$ cat src/rtl/ysyx_22050854_pc_gen.sv
`default_nettype none
// ============================================================================
// Module   : ysyx_22050854_pc_gen
// Purpose  : Fetch-PC generator for the NPC front end. It holds the fetch PC,
//            offers it to IF over a valid/ready handshake, and predicts the
//            next PC from a direct-mapped BTB of 2-bit saturating counters.
//            Redirects arrive from branch resolution (ID/EX) and from the
//            CSR file (trap/ecall/mret).
// Ports    : clock, reset_n        - clock, async active-low reset
//            fetch_valid/ready     - IF handshake
//            fetch_pc, pred_*      - current PC and its prediction
//            stall                 - freeze the PC (no handshake advance)
//            res_*                 - resolution of one branch/jump
//            csr_redirect, csr_pc  - CSR redirect
//            flush                 - kill younger instructions (combinational)
//            perf_pred/mispred     - resolved / mispredicted counters
// Revision : 1.0 - initial release
// ============================================================================
module ysyx_22050854_pc_gen #(
  parameter int          XLEN        = 32,
  parameter logic [31:0] RESET_PC    = 32'h8000_0000,
  parameter int          BTB_ENTRIES = 8
) (
  input  logic            clock,
  input  logic            reset_n,
  output logic            fetch_valid,
  input  logic            fetch_ready,
  input  logic            stall,
  output logic [XLEN-1:0] fetch_pc,
  output logic            pred_taken,
  output logic [XLEN-1:0] pred_target,
  input  logic            res_valid,
  input  logic [XLEN-1:0] res_pc,
  input  logic            res_is_branch,
  input  logic            res_is_jump,
  input  logic            res_taken,
  input  logic [XLEN-1:0] res_target,
  input  logic            res_mispredict,
  input  logic            csr_redirect,
  input  logic [XLEN-1:0] csr_pc,
  output logic            flush,
  output logic [31:0]     perf_pred,
  output logic [31:0]     perf_mispred
);

  localparam int IDX   = $clog2(BTB_ENTRIES);
  localparam int TAG_W = XLEN - IDX - 2;

  // PC / handshake state
  logic [XLEN-1:0] fetch_pc_q, fetch_pc_d;
  logic            fetch_valid_q;
  logic [31:0]     perf_pred_q, perf_pred_d;
  logic [31:0]     perf_mispred_q, perf_mispred_d;

  // BTB state
  logic             btb_valid_q  [BTB_ENTRIES];
  logic             btb_valid_d  [BTB_ENTRIES];
  logic [TAG_W-1:0] btb_tag_q    [BTB_ENTRIES];
  logic [TAG_W-1:0] btb_tag_d    [BTB_ENTRIES];
  logic [XLEN-1:0]  btb_target_q [BTB_ENTRIES];
  logic [XLEN-1:0]  btb_target_d [BTB_ENTRIES];
  logic [1:0]       btb_ctr_q    [BTB_ENTRIES];
  logic [1:0]       btb_ctr_d    [BTB_ENTRIES];
  logic             btb_jmp_q    [BTB_ENTRIES];
  logic             btb_jmp_d    [BTB_ENTRIES];

  logic [IDX-1:0]  w_lkp_idx;
  logic            w_lkp_hit;
  logic [IDX-1:0]  w_upd_idx;
  logic            w_upd_hit;
  logic            w_upd_en;
  logic            w_mispred;
  logic            w_unused;

  // Instruction alignment bits of res_pc carry no information here.
  assign w_unused = ^res_pc[1:0];

  // --------------------------------------------------------------------------
  // Lookup: reads only registered BTB state, so an update this cycle is not
  // visible until the next one.
  // --------------------------------------------------------------------------
  assign w_lkp_idx = fetch_pc_q[IDX+1:2];
  assign w_lkp_hit = btb_valid_q[w_lkp_idx] &&
                     (btb_tag_q[w_lkp_idx] == fetch_pc_q[XLEN-1:IDX+2]);

  assign pred_taken  = w_lkp_hit && (btb_jmp_q[w_lkp_idx] || btb_ctr_q[w_lkp_idx][1]);
  assign pred_target = pred_taken ? btb_target_q[w_lkp_idx]
                                  : fetch_pc_q + XLEN'(4);

  assign fetch_pc    = fetch_pc_q;
  assign fetch_valid = fetch_valid_q;

  assign w_mispred = res_valid && res_mispredict;
  assign flush     = csr_redirect || w_mispred;

  // --------------------------------------------------------------------------
  // Next PC, highest priority first. Redirects ignore stall/fetch_ready.
  // --------------------------------------------------------------------------
  always_comb begin
    fetch_pc_d = fetch_pc_q;
    if (csr_redirect) begin
      fetch_pc_d = csr_pc;
    end else if (w_mispred) begin
      fetch_pc_d = res_target;
    end else if (fetch_valid_q && fetch_ready && !stall) begin
      fetch_pc_d = pred_target;
    end
  end

  // --------------------------------------------------------------------------
  // BTB update and performance counters. CSR redirects never touch these;
  // resolution still updates even when a CSR redirect wins the PC.
  // --------------------------------------------------------------------------
  assign w_upd_en  = res_valid && (res_is_branch || res_is_jump);
  assign w_upd_idx = res_pc[IDX+1:2];
  assign w_upd_hit = btb_valid_q[w_upd_idx] &&
                     (btb_tag_q[w_upd_idx] == res_pc[XLEN-1:IDX+2]);

  always_comb begin
    for (int i = 0; i < BTB_ENTRIES; i++) begin
      btb_valid_d[i]  = btb_valid_q[i];
      btb_tag_d[i]    = btb_tag_q[i];
      btb_target_d[i] = btb_target_q[i];
      btb_ctr_d[i]    = btb_ctr_q[i];
      btb_jmp_d[i]    = btb_jmp_q[i];
    end
    perf_pred_d    = perf_pred_q;
    perf_mispred_d = perf_mispred_q;

    if (w_upd_en) begin
      perf_pred_d = perf_pred_q + 32'd1;
      if (res_mispredict) begin
        perf_mispred_d = perf_mispred_q + 32'd1;
      end

      if (w_upd_hit) begin
        // Saturating counter: clamp at 2'b11 and 2'b00.
        if (res_taken) begin
          if (btb_ctr_q[w_upd_idx] != 2'b11) begin
            btb_ctr_d[w_upd_idx] = btb_ctr_q[w_upd_idx] + 2'b01;
          end
        end else begin
          if (btb_ctr_q[w_upd_idx] != 2'b00) begin
            btb_ctr_d[w_upd_idx] = btb_ctr_q[w_upd_idx] - 2'b01;
          end
        end
        btb_target_d[w_upd_idx] = res_target;
        btb_jmp_d[w_upd_idx]    = res_is_jump;
      end else if (res_taken) begin
        // Allocate only on taken; new entries start weakly taken.
        btb_valid_d[w_upd_idx]  = 1'b1;
        btb_tag_d[w_upd_idx]    = res_pc[XLEN-1:IDX+2];
        btb_target_d[w_upd_idx] = res_target;
        btb_ctr_d[w_upd_idx]    = 2'b10;
        btb_jmp_d[w_upd_idx]    = res_is_jump;
      end
    end
  end

  // --------------------------------------------------------------------------
  // State registers
  // --------------------------------------------------------------------------
  always_ff @(posedge clock or negedge reset_n) begin
    if (!reset_n) begin
      fetch_pc_q     <= XLEN'(RESET_PC);
      fetch_valid_q  <= 1'b0;
      perf_pred_q    <= 32'd0;
      perf_mispred_q <= 32'd0;
    end else begin
      fetch_pc_q     <= fetch_pc_d;
      // Valid rises on the first edge out of reset and then stays high.
      fetch_valid_q  <= 1'b1;
      perf_pred_q    <= perf_pred_d;
      perf_mispred_q <= perf_mispred_d;
    end
  end

  generate
    for (genvar g = 0; g < BTB_ENTRIES; g++) begin : g_btb
      always_ff @(posedge clock or negedge reset_n) begin
        if (!reset_n) begin
          btb_valid_q[g]  <= 1'b0;
          btb_tag_q[g]    <= '0;
          btb_target_q[g] <= '0;
          btb_ctr_q[g]    <= 2'b01;
          btb_jmp_q[g]    <= 1'b0;
        end else begin
          btb_valid_q[g]  <= btb_valid_d[g];
          btb_tag_q[g]    <= btb_tag_d[g];
          btb_target_q[g] <= btb_target_d[g];
          btb_ctr_q[g]    <= btb_ctr_d[g];
          btb_jmp_q[g]    <= btb_jmp_d[g];
        end
      end
    end
  endgenerate

  assign perf_pred    = perf_pred_q;
  assign perf_mispred = perf_mispred_q;

endmodule
`default_nettype wire

$ cat config.mk
export PLATFORM = sky130hd
export DESIGN_NAME = ysyx_22050854_pc_gen
export DESIGN_NICKNAME = d
export VERILOG_FILES = /design/src/rtl/ysyx_22050854_pc_gen.sv
export SDC_FILE = /design/constraint.sdc
export NUM_CORES = 1
export LEC_CHECK = 0
export CORE_MARGIN = 5
export CORE_UTILIZATION = 59
export DETAILED_ROUTE_END_ITERATION = 10
export GPL_ROUTABILITY_DRIVEN = 1
export HOLD_SLACK_MARGIN = 0.15
export PLACE_DENSITY = 0.81
export SLEW_MARGIN = 20
export SYNTH_ARGS = -nofsm -noshare
export SYNTH_HDL_FRONTEND = slang
export SYNTH_SLANG_ARGS = --single-unit
$ cat constraint.sdc
create_clock -name clock -period 4.41 [get_ports clock]
set_input_delay 0.6615 -clock clock [delete_from_list [all_inputs] [get_ports clock]]
set_output_delay 0.6615 -clock clock [all_outputs]
set_load 0.005 [all_outputs]
* Yosys cells after proc, flatten, opt, wreduce, memory -nomap -nowiden *
Index checks and enable logic that the tools add are counted.

storage, ports and cells
  flip-flop bits (word level) = 601
  memory bits (writable) = 0
  word-level logic and storage cells = 133
  bits of input ports = 106
  memories kept = 0
  latch bits = 0
  memory bits (read-only) = 0
  output and inout port bits = 131

operators by class
  multiplexer cells = 50
  reduce and logical (&&, ||, !) cells = 20
  $add $sub $neg = 5
  $lt $le $gt $ge = 3
  bitwise gates (word level) = 7
  shift operators = 0
  multiply operators = 0
  equal/unequal tests = 4
  divide/modulo/power cells = 0

operators with widths
  operator                                                          count
  256-bit two-way mux                                               2
  256-bit bitwise mux                                               1
  32-bit two-way mux                                                7
  216-bit bitwise mux                                               1
  27-bit binary-select mux with 3-bit select                        2
  27-bit two-way mux                                                5
  32-bit binary-select mux with 3-bit select                        1
  32-bit demux with 3-bit select                                    1
  27-bit demux with 3-bit select                                    1
  16-bit two-way mux                                                5
  32-bit by 1-bit adder with 32-bit output (second input constant)  2
  27-bit equality test                                              2
  32-bit by 3-bit adder with 32-bit output (second input constant)  1
  16-bit bitwise mux                                                2
  8-bit two-way mux                                                 2
  8-bit bitwise OR                                                  2
  2-bit binary-select mux with 3-bit select                         2
  2-bit two-way mux                                                 5
  1-bit binary-select mux with 3-bit select                         3
  8-bit bitwise AND                                                 1
  8-bit bitwise mux                                                 1
  4-bit >= comparator (second input constant)                       2
  1-bit logical AND                                                 8
  3-bit NOT with 4-bit output                                       2
  17 further kinds                                                  28

* Logic depth before layout (Yosys ltp) *
Gate-level depths: netlist of the first run.

  word-level depth = 11
  depth in mapped cells = 15
  mapped depth without buffers = 11

* Worst setup path before layout of the first run *
No wires, ideal clock.

  kind = register -> output
  from = reg fetch_pc_q[2] (netlist: fetch_pc[2])
  to = out pred_target[10]
  stages on the path, launching flop included = 11
  buffers on the path = 5
  required time = 3749 ps
  data arrival time = 3043 ps
  slack = 705 ps
  cell sequence = dfrtp_1 -> buf_2 -> buf_4 -> buf_4 -> buf_2 -> mux4_2 -> or3_1 -> a2111oi_0 -> nand4_1 -> buf_2 -> mux2i_1

between the ends
  cells in the longest elaborated chain, start to end = 8
  elaborated cells on any way between the ends = 22
  those cells by class = add/sub (1); eq/ne (1); mux (16); bitwise (1); reduce/logical (3)

ends and longest elaborated chain
  element                                                 RTL line  RTL
  start: declaration                                      50        logic [XLEN-1:0] fetch_pc_q, fetch_pc_d;
  start signal: assignment                                165       fetch_pc_q <= XLEN'(RESET_PC);
  start signal: assignment                                170       fetch_pc_q <= fetch_pc_d;
  3-bit NOT with 4-bit output (implied by the code)       -
  27-bit binary-select mux with 3-bit select              84        (btb_tag_q[w_lkp_idx] == fetch_pc_q[XLEN-1:IDX+2]);
  27-bit two-way mux (implied by the code) (2 in series)  84
  27-bit equality test                                    84
  1-bit logical AND                                       83        assign w_lkp_hit = btb_valid_q[w_lkp_idx] &&
  1-bit logical AND                                       86        assign pred_taken = w_lkp_hit && (btb_jmp_q[w_lkp_idx] || btb_ctr_q[w_lkp_idx][1]);
  32-bit two-way mux (*)                                  87        assign pred_target = pred_taken ? btb_target_q[w_lkp_idx]
  end: declaration                                        31        output logic [XLEN-1:0] pred_target,

Every way passes the cells marked *; elsewhere a longest branch is shown, timed or not. The select of a mux whose other input is x is not followed.

* Worst setup path in the final report of the first run *
  from = reg fetch_pc_q[2] (netlist: fetch_pc[2])
  to = out pred_target[30]

Same word-level chain as after synthesis.

==> metrics.md, run 1 <==
| Metric | Value |
|---|---|
| Internal power | `between 10 and 15 mW` |
| Via count | `roughly 21000` |
| Routed wire length | `slightly below 90000 um` |
| EDFF count, synth | `0` |
| NetSw | `between 5 and 6 mW` |
| Req. time, crit path | `around 3.8 ns` |
| Clock Skew | `~0.026 ns` |
| Drt pass-1 iters | `6` |
| DRC viols | `0` |
| Clock slew at reported path FFs | `0.06 ns` |
| Fill cells | `between 3000 and 4000` |
| Die Ht | `roughly 240 um` |
| FMAX | `between 200 and 250 MHz` |
| Worst path bufs/invs | `7` |
| Reg2reg setup slack | `roughly 0.72 ns` |
| Final Max Slew Viols | `0` |
| Setup slack after layout | `-0.1611 ns` |
| Worst slack, placed | `-0.1466 ns` |
| Core Region | `slightly above 50000 um2` |
| Clock insertion delay at the later pin of the skew report | `0.60 ns` |
| Gr usage total | `between 30% and 40%` |
| Most used flip-flop cell after synthesis | `dfrtp_1` |
| Yosys warns | `0` |
| Multi-input gate area | `~15000 um2` |
| Crit-path slowest cell | `mux4_2` |
| Final setup fails | `32` |
| Fin. Hold Viols | `0` |
| Distinct cells, synth | `69` |
| CP Class | `reg2out` |
| Failing checks | `setup timing` |
| Width of the die | `about 240 um` |
| Share of cells above drive strength 1 | `around a third` |
| Slew @ Worst Pin | `about 1.1 ns` |
| CTS tree | `built` |
| Synth top area cells | `dfrtp_1 49%, mux2_2 12%, mux4_2 10%, mux2_1 6.3%, mux2i_1 4.0%` |
| Post-DRT Antenna Nets | `0` |
| First-pass GRT wire length | `about 140000 um` |
| Worst hold path type | `in2async` |
| CP top delay family | `buffers and inverters` |
| Die Footprint | `approximately 56000 um2` |
| Post-synth top area cell | `dfrtp_1` |
| Final nets | `between 2000 and 3000` |
| Worst-path cell chain | `buf_8, buf_12, buf_8, mux4_2, mux2i_4, xnor2_2, nor4_2, and3_1, nand4_1, buf_6, buf_16, buf_12, mux2i_4, buf_2` |
| Max-cap viol count | `0` |
| Largest net degree at the start of global routing | `110` |
| Crit. End Element | `output pin` |
| Logic pwr share | `a little over a quarter` |
| Worst VDD drop | `0.3498 mV` |
| Post-DP HPWL | `about 58000 um` |
| Mapped Area | `~30000 um2` |
| Clk sink count | `around 600` |
| Sequential power share | `a little over two fifths` |
| FP Rows | `83` |
| Post-Syn Area per Cell | `13.69 um2` |
| Root buf cell | `clkbuf_16` |
| Synth top area share | `between 40% and 50%` |
| Vias in the first global route | `between 20000 and 25000` |
| Switching share of power | `~29%` |
| Via/cell ratio | `~6.5` |
| Initial antenna violation count | `2` |
| Hold Buf Count CTS | `0` |
| Flops & latches, synth | `601` |
| RSZ-0062 raised after global routing | `yes` |
| Num CTS Buffers | `66` |
| Most frequent cells in the layout | `590 x dfrtp_1, 328 x mux2_2, 197 x clkdlybuf4s50_1, 170 x mux2_1, 138 x mux4_2` |
| Worst EP arrival | `just under 4 ns` |
| Relative slew slack | `29.99%` |
| Clock share of power | `31.1%` |
| Area Growth Syn to Fin | `24.18%` |
| Register cell area after layout | `approximately 15000 um2` |
| Post-Synthesis Cells | `about 2200` |
| Worst Setup Start Kind | `flip-flop` |
| Outcome | `finished, violations left` |
| Period minus WS final | `roughly 4.6 ns` |
| Cell leakage power | `between 15 and 20 nW` |
| Final hold slack | `between 0.09 and 0.1 ns` |
| Fin crit share | `103.7%` |
| Number of port buffers | `234` |
| Gpl congestion | `just over 0.9` |
| Most common cell after layout, fill and taps aside | `dfrtp_1` |
| Ratio of total power to cell area | `about 470 nW/um2` |
| Routed length per instance | `27.09 um` |
| Global route overflow | `0` |
| Crit-path max FO | `8` |
| Register area share after synthesis | `49.46%` |
| Async set or reset register ratio after synthesis | `100.0%` |
| Syn nets | `2334` |
| DR iter-0 viols | `1883` |
| CTS H-tree lvls | `3` |
| Top Ports | `237` |
| Slowest stage delay, CP | `0.52 ns` |
| Initial Util | `59.44%` |
| CTS max path bufs | `3` |
## kinds of logic after synthesis
kind of cell / synth area share, %
xor+xnor: 4.116
compound gates: 4.272
flops: 49.46
other cells: 0.01232
fa+ha+maj: 0.2056
simple gates: 5.551
mux: 33.59
buf+inv: 2.796
## worst register-to-register path, cell delays in order, from the launching register on
cell and delay [ns]:
dfrtp_4 0.49, buf_8 0.16, buf_12 0.16, buf_8 0.15, mux4_2 0.53, mux2i_4 0.24, xnor2_2 0.11, nor4_2 0.30
and3_1 0.19, nand4_1 0.12, buf_6 0.20, buf_16 0.17, buf_12 0.15, mux2i_4 0.18, buf_4 0.15, buf_4 0.12
nand2_1 0.05, a31oi_1 0.08
## power groups by stage
stage	logic, mW	clock network [mW]	registers [mW]
floorplan	2.79	0	7.29
CTS	4.51	5.60	7.57
detailed placement	4.16	0	7.64
global route	4.97	5.83	7.74
global placement	4.02	0	7.52
finish	4.67	5.53	7.60
## cell type report
class,instances,area share (%)
Antenna cell,1,0.006622
Clock buffer,94,5.049
Clock inverter,19,0.6291
Inverter,14,0.1457
Multi-Input combinational cell,1444,40.44
Sequential cell,601,39.85
Tap cell,680,2.252
Timing Repair Buffer,418,11.63
## Yosys cell counts (all sizes together), types with 2 or more instances
cell and number:
xor2 46, and3 19, o21a 3, and4 9
o221ai 3, buf 117, a221oi 17, mux4 138
or2 10, nor3 17, nor2b 7, or3 3
o2bb2ai 5, a22oi 6, nand4 14, a21oi 14
a211oi 6, mux2i 122, dfstp 9, a31oi 42
nor3b 3, a222oi 5, nand3b 2, o31ai 2
xnor2 97, nor4 18, and2 9, o21ai 32
mux2 517, nor2 47, dfrtp 592, clkbuf 47
ha 5, inv 14, a221o 7, nand3 39
o22ai 39, nand2 127, nand2b 3
## through the flow
stage               TNS, ns  instance area (um2)  total power, mW  std cells  utilization, %
global route         -3.978                37790            18.53       3271           73.81
floorplan                 0                30430            10.08       2223               -
detailed placement   -3.267                34560            11.81       3120           67.51
global placement     -1.700                34560            11.54       3120           67.51
CTS                  -1.497                37550            17.67       3263           73.34
finish               -2.087                37790            17.80       3271           73.81
## timing repair
action,CTS,global route
pin swaps,12,10
endpoints found under the hold margin,0,0
buffers inserted,25,6
gates cloned,6,1
gates resized for setup,229,25
setup endpoints to repair,33,33
## flip-flops by register name, summed over array words and instances, names as in the netlist, 8 cells and up
register and count:
btb_jmp_q 8, btb_ctr_q 16, btb_target_q 256, perf_pred 32, fetch_pc 32, btb_valid_q 8
btb_tag_q 216, perf_mispred 32
## layer usage
layer	GRT usage, %	vias to the layer above	part of all wire [%]
li1	-	8929	-
met1	41.37	11100	39
met2	51.21	944	49
met3	7.675	252	8.3
met4	12.73	2	4.3
met5	0	-	0.016
## worst paths after layout
kind,endpoint,depth (start not counted),from
worst max-delay path,pred_target[30],14,fetch_pc[2]$_DFFE_PN0P_
worst min-delay path,btb_tag_q[202]$_DFFE_PN0P_,1,reset_n
worst max register to register,fetch_pc[30]$_DFFE_PN0P_,17,fetch_pc[2]$_DFFE_PN0P_
worst min register to register,perf_pred[31]$_DFFE_PN0P_,1,perf_pred[31]$_DFFE_PN0P_
max in group asynchronous,perf_mispred[13]$_DFFE_PN0P_,2,reset_n
min in group clock,perf_pred[31]$_DFFE_PN0P_,1,perf_pred[31]$_DFFE_PN0P_
No activity file was read; power rests on OpenSTA's default activity.
==> inputs of run 2 (changes only) <==
--- a/config.mk
+++ b/config.mk
@@ -11,7 +11,6 @@
 export GPL_ROUTABILITY_DRIVEN = 1
 export HOLD_SLACK_MARGIN = 0.15
 export PLACE_DENSITY = 0.81
-export SLEW_MARGIN = 20
 export SYNTH_ARGS = -nofsm -noshare
 export SYNTH_HDL_FRONTEND = slang
 export SYNTH_SLANG_ARGS = --single-unit
==> results of run 2 <==
Final layout, timing and power as in run 1 (identical DEF).
==> inputs of run 3 (changes only) <==
==> constraint.sdc (replaced) <==
create_clock -name clock -period 4.8 [get_ports clock]
set_input_delay 0.72 -clock clock [delete_from_list [all_inputs] [get_ports clock]]
set_output_delay 0.72 -clock clock [all_outputs]
set_load 0.005 [all_outputs]
==> run 3 against run 2 <==
Effect of this change:
- the flow still finishes with violations (setup timing)
- first-iteration DRC count decreased by 2.7%
- clock skew rose by 0.012 ns
- sequential share of layout area is 0.68 points higher
- worst hold slack improved by 0.063 ns
- critical path type unchanged
- sequential power fell by 8.2%
- global-route usage shrank 1.3 points
- design area decreased by 1.7%
- via count is 0.91% lower
- non-clock buffer count fell by 28
==> metrics.md, run 3 (synthesis results as in run 1) <==
| Metric | Value |
|---|---|
| Outcome | `finished, violations left` |
| Failing checks | `setup timing` |
| Worst path bufs/invs | `4 (-3)` |
| RSZ-0062 raised after global routing | `yes` |
| Total Power | `16.06 mW (-9.8%)` |
| Initial antenna violation count | `5 (+3)` |
| CP top delay family | `buffers and inverters` |
| FP Rows | `83 (unchanged)` |
| Worst Setup Start Kind | `flip-flop` |
| Largest Register | `btb_target_q` |
| Clk sink count | `601 (unchanged)` |
| Final Max Slew Viols | `0 (unchanged)` |
| Hold Buf Count CTS | `0 (unchanged)` |
| Multi-input gate area | `15010 um2 (-1.8%)` |
| Fin. Hold Viols | `0 (unchanged)` |
| Share of cells above drive strength 1 | `32.72% (-2.5 points)` |
| Final setup fails | `1 (-97%)` |
| Final nets | `2628 (-1.1%)` |
| Gr usage total | `30.21% (-1.3 points)` |
| Top cell by count, worst path | `buf_12` |
| Clock slew at reported path FFs | `0.06 ns (about the same)` |
| Drt pass-1 iters | `7 (+1)` |
| Max-cap viol count | `0 (unchanged)` |
| Crit-path max FO | `15 (+7)` |
| Vias in the first global route | `22370 (-2.7%)` |
| Relative slew slack | `30.20% (+0.21 points)` |
| Clock insertion delay at the later pin of the skew report | `0.62 ns (+0.02 ns)` |
| Final hold slack | `0.1625 ns (+0.06280 ns)` |
| Core Region | `51200 um2 (unchanged)` |
| Initial Util | `59.44% (unchanged)` |
| Setup slack after layout | `-0.1066 ns (+0.05456 ns)` |
| Worst hold path type | `in2async` |
| Root buf cell | `clkbuf_16` |
| DR iter-0 viols | `1833 (-2.7%)` |
| Slowest stage delay, CP | `0.53 ns (about the same)` |
| Ratio of total power to cell area | `432.2 nW/um2 (-8.2%)` |
| Most frequent cells in the layout | `590 x dfrtp_1, 328 x mux2_2, 198 x clkdlybuf4s50_1, 170 x mux2_1, 138 x mux4_2` |
| Clock Skew | `0.03770 ns (+0.01210 ns)` |
| CP Class | `reg2out` |
| # placed instances | `3104 (-0.51%)` |
| Die Footprint | `56220 um2 (unchanged)` |
| Period minus WS final | `4.907 ns` |
| CTS max path bufs | `3 (unchanged)` |
| CTS tree | `built` |
| Gpl congestion | `0.9008 (-0.57%)` |
| Slew @ Worst Pin | `1.047 ns (-0.003155 ns)` |
| Largest registers | `btb_target_q (256), btb_tag_q (216)` |
| Worst-path cell chain | `buf_12, mux4_2, mux2i_4, xnor2_1, or4_4, a2111oi_4, nand4_1, buf_4, buf_12, o21ai_2, clkdlybuf4s50_1` |
| Worst EP arrival | `4.19 ns (+0.28 ns)` |
| Number of port buffers | `234 (unchanged)` |
| Fill cells | `3227 (+3.5%)` |
| CTS H-tree lvls | `3 (unchanged)` |
| Via/cell ratio | `6.475 (-0.24%)` |
| Top Ports | `237 (unchanged)` |
| Global route overflow | `0 (unchanged)` |
| Crit. End Element | `output pin` |
| Via count | `21040 (-0.91%)` |
| Routed wire length | `86150 um (-2.8%)` |
| Post-DP HPWL | `57470 um (-0.19%)` |
| Area Growth Syn to Fin | `22.10%` |
| Num CTS Buffers | `66 (unchanged)` |
| FMAX | `approximately 200 MHz` |
| Max reg flops | `256 (unchanged)` |
| Req. time, crit path | `4.08 ns (+0.33 ns)` |
| DRC viols | `0 (unchanged)` |
| First-pass GRT wire length | `133200 um (-3.5%)` |
| Post-DRT Antenna Nets | `0 (unchanged)` |
| Post-route insts no fill | `3249 (-0.67%)` |
| Crit-path slowest cell | `mux4_2` |
| Largest net degree at the start of global routing | `136 (+24%)` |
| Fin crit share | `102.2%` |
| Worst VDD drop | `0.3096 mV (-11%)` |
| Register cell area after layout | `15060 um2 (unchanged)` |
| Die Ht | `237.1 um (unchanged)` |
| Worst slack, placed | `0.06757 ns (+0.2142 ns)` |
| Width of the die | `237.1 um (unchanged)` |
| Routed length per instance | `26.51 um (-2.1%)` |
| Fin util | `72.58% (-1.2 points)` |
| Cell leakage power | `16.06 nW (-0.67%)` |
| Most common cell after layout, fill and taps aside | `dfrtp_1` |
## run 3: cell count changes in the layout (fill, tap and decap cells not counted), sizes merged, moves of 2 or more
cell and delta:
buf -57, bufinv -2, clkinv +3, clkinvlp +3, diode +4, dlymetal6s2s +28
## run 3: layout make-up
| class | count | area share (%) |
|---|---|---|
| inverter | 14 | 0.1549 |
| sequential | 601 | 40.53 |
| clock buffer | 93 | 5.102 |
| antenna | 5 | 0.03367 |
| tap | 680 | 2.290 |
| timing repair buffer | 390 | 10.85 |
| multi-input combinational | 1444 | 40.40 |
| clock inverter | 22 | 0.6465 |
## run 3: routing by layer
metal  vias up  part of all wire (%)  global-route usage [%]
met5         -                 0.015                       0
met4         2                   4.1                   11.54
met3       249                   7.2                   6.080
met2       906                    49                   48.57
met1     11020                    40                   41.25
li1       8863                     -                       -
## run 3: metrics by stage
| step | setup TNS [ns] | area [um2] |
|---|---|---|
| finish | -0.1066 | 37160 |
| global route | -0.2726 | 37150 |
| CTS | -3.779 | 36680 |
| detailed placement | 0 | 34280 |
| global placement | 0 | 34280 |
| floorplan | 0 | 30430 |
## run 3: report_power, final
group	internal, mW	switching, mW
combinational	2.28	1.77
clock	2.93	2.09
sequential	6.14	0.835
total	11.4	4.70
## run 3: final timing paths
check	from	end	slack, ns	cells past startpoint
max	fetch_pc[2]$_DFFE_PN0P_	pred_target[1]	-0.11	11
min	reset_n	btb_tag_q[205]$_DFFE_PN0P_	0.16	1
max reg2reg	btb_tag_q[33]$_DFFE_PN0P_	btb_tag_q[161]$_DFFE_PN0P_	1.16	11
min reg2reg	perf_pred[31]$_DFFE_PN0P_	perf_pred[31]$_DFFE_PN0P_	0.47	1
max in group asynchronous	reset_n	perf_mispred[8]$_DFFE_PN0P_	3.42	2
min in group clock	perf_pred[31]$_DFFE_PN0P_	perf_pred[31]$_DFFE_PN0P_	0.47	1
## run 3: repair_timing
| action | in CTS | in global routing |
|---|---|---|
| endpoints found under the setup margin | 33 | 33 |
| setup buffers | 14 | 9 |
| cloned | 0 | 2 |
| pin swaps | 3 | 4 |
| gates resized for setup | 33 | 86 |
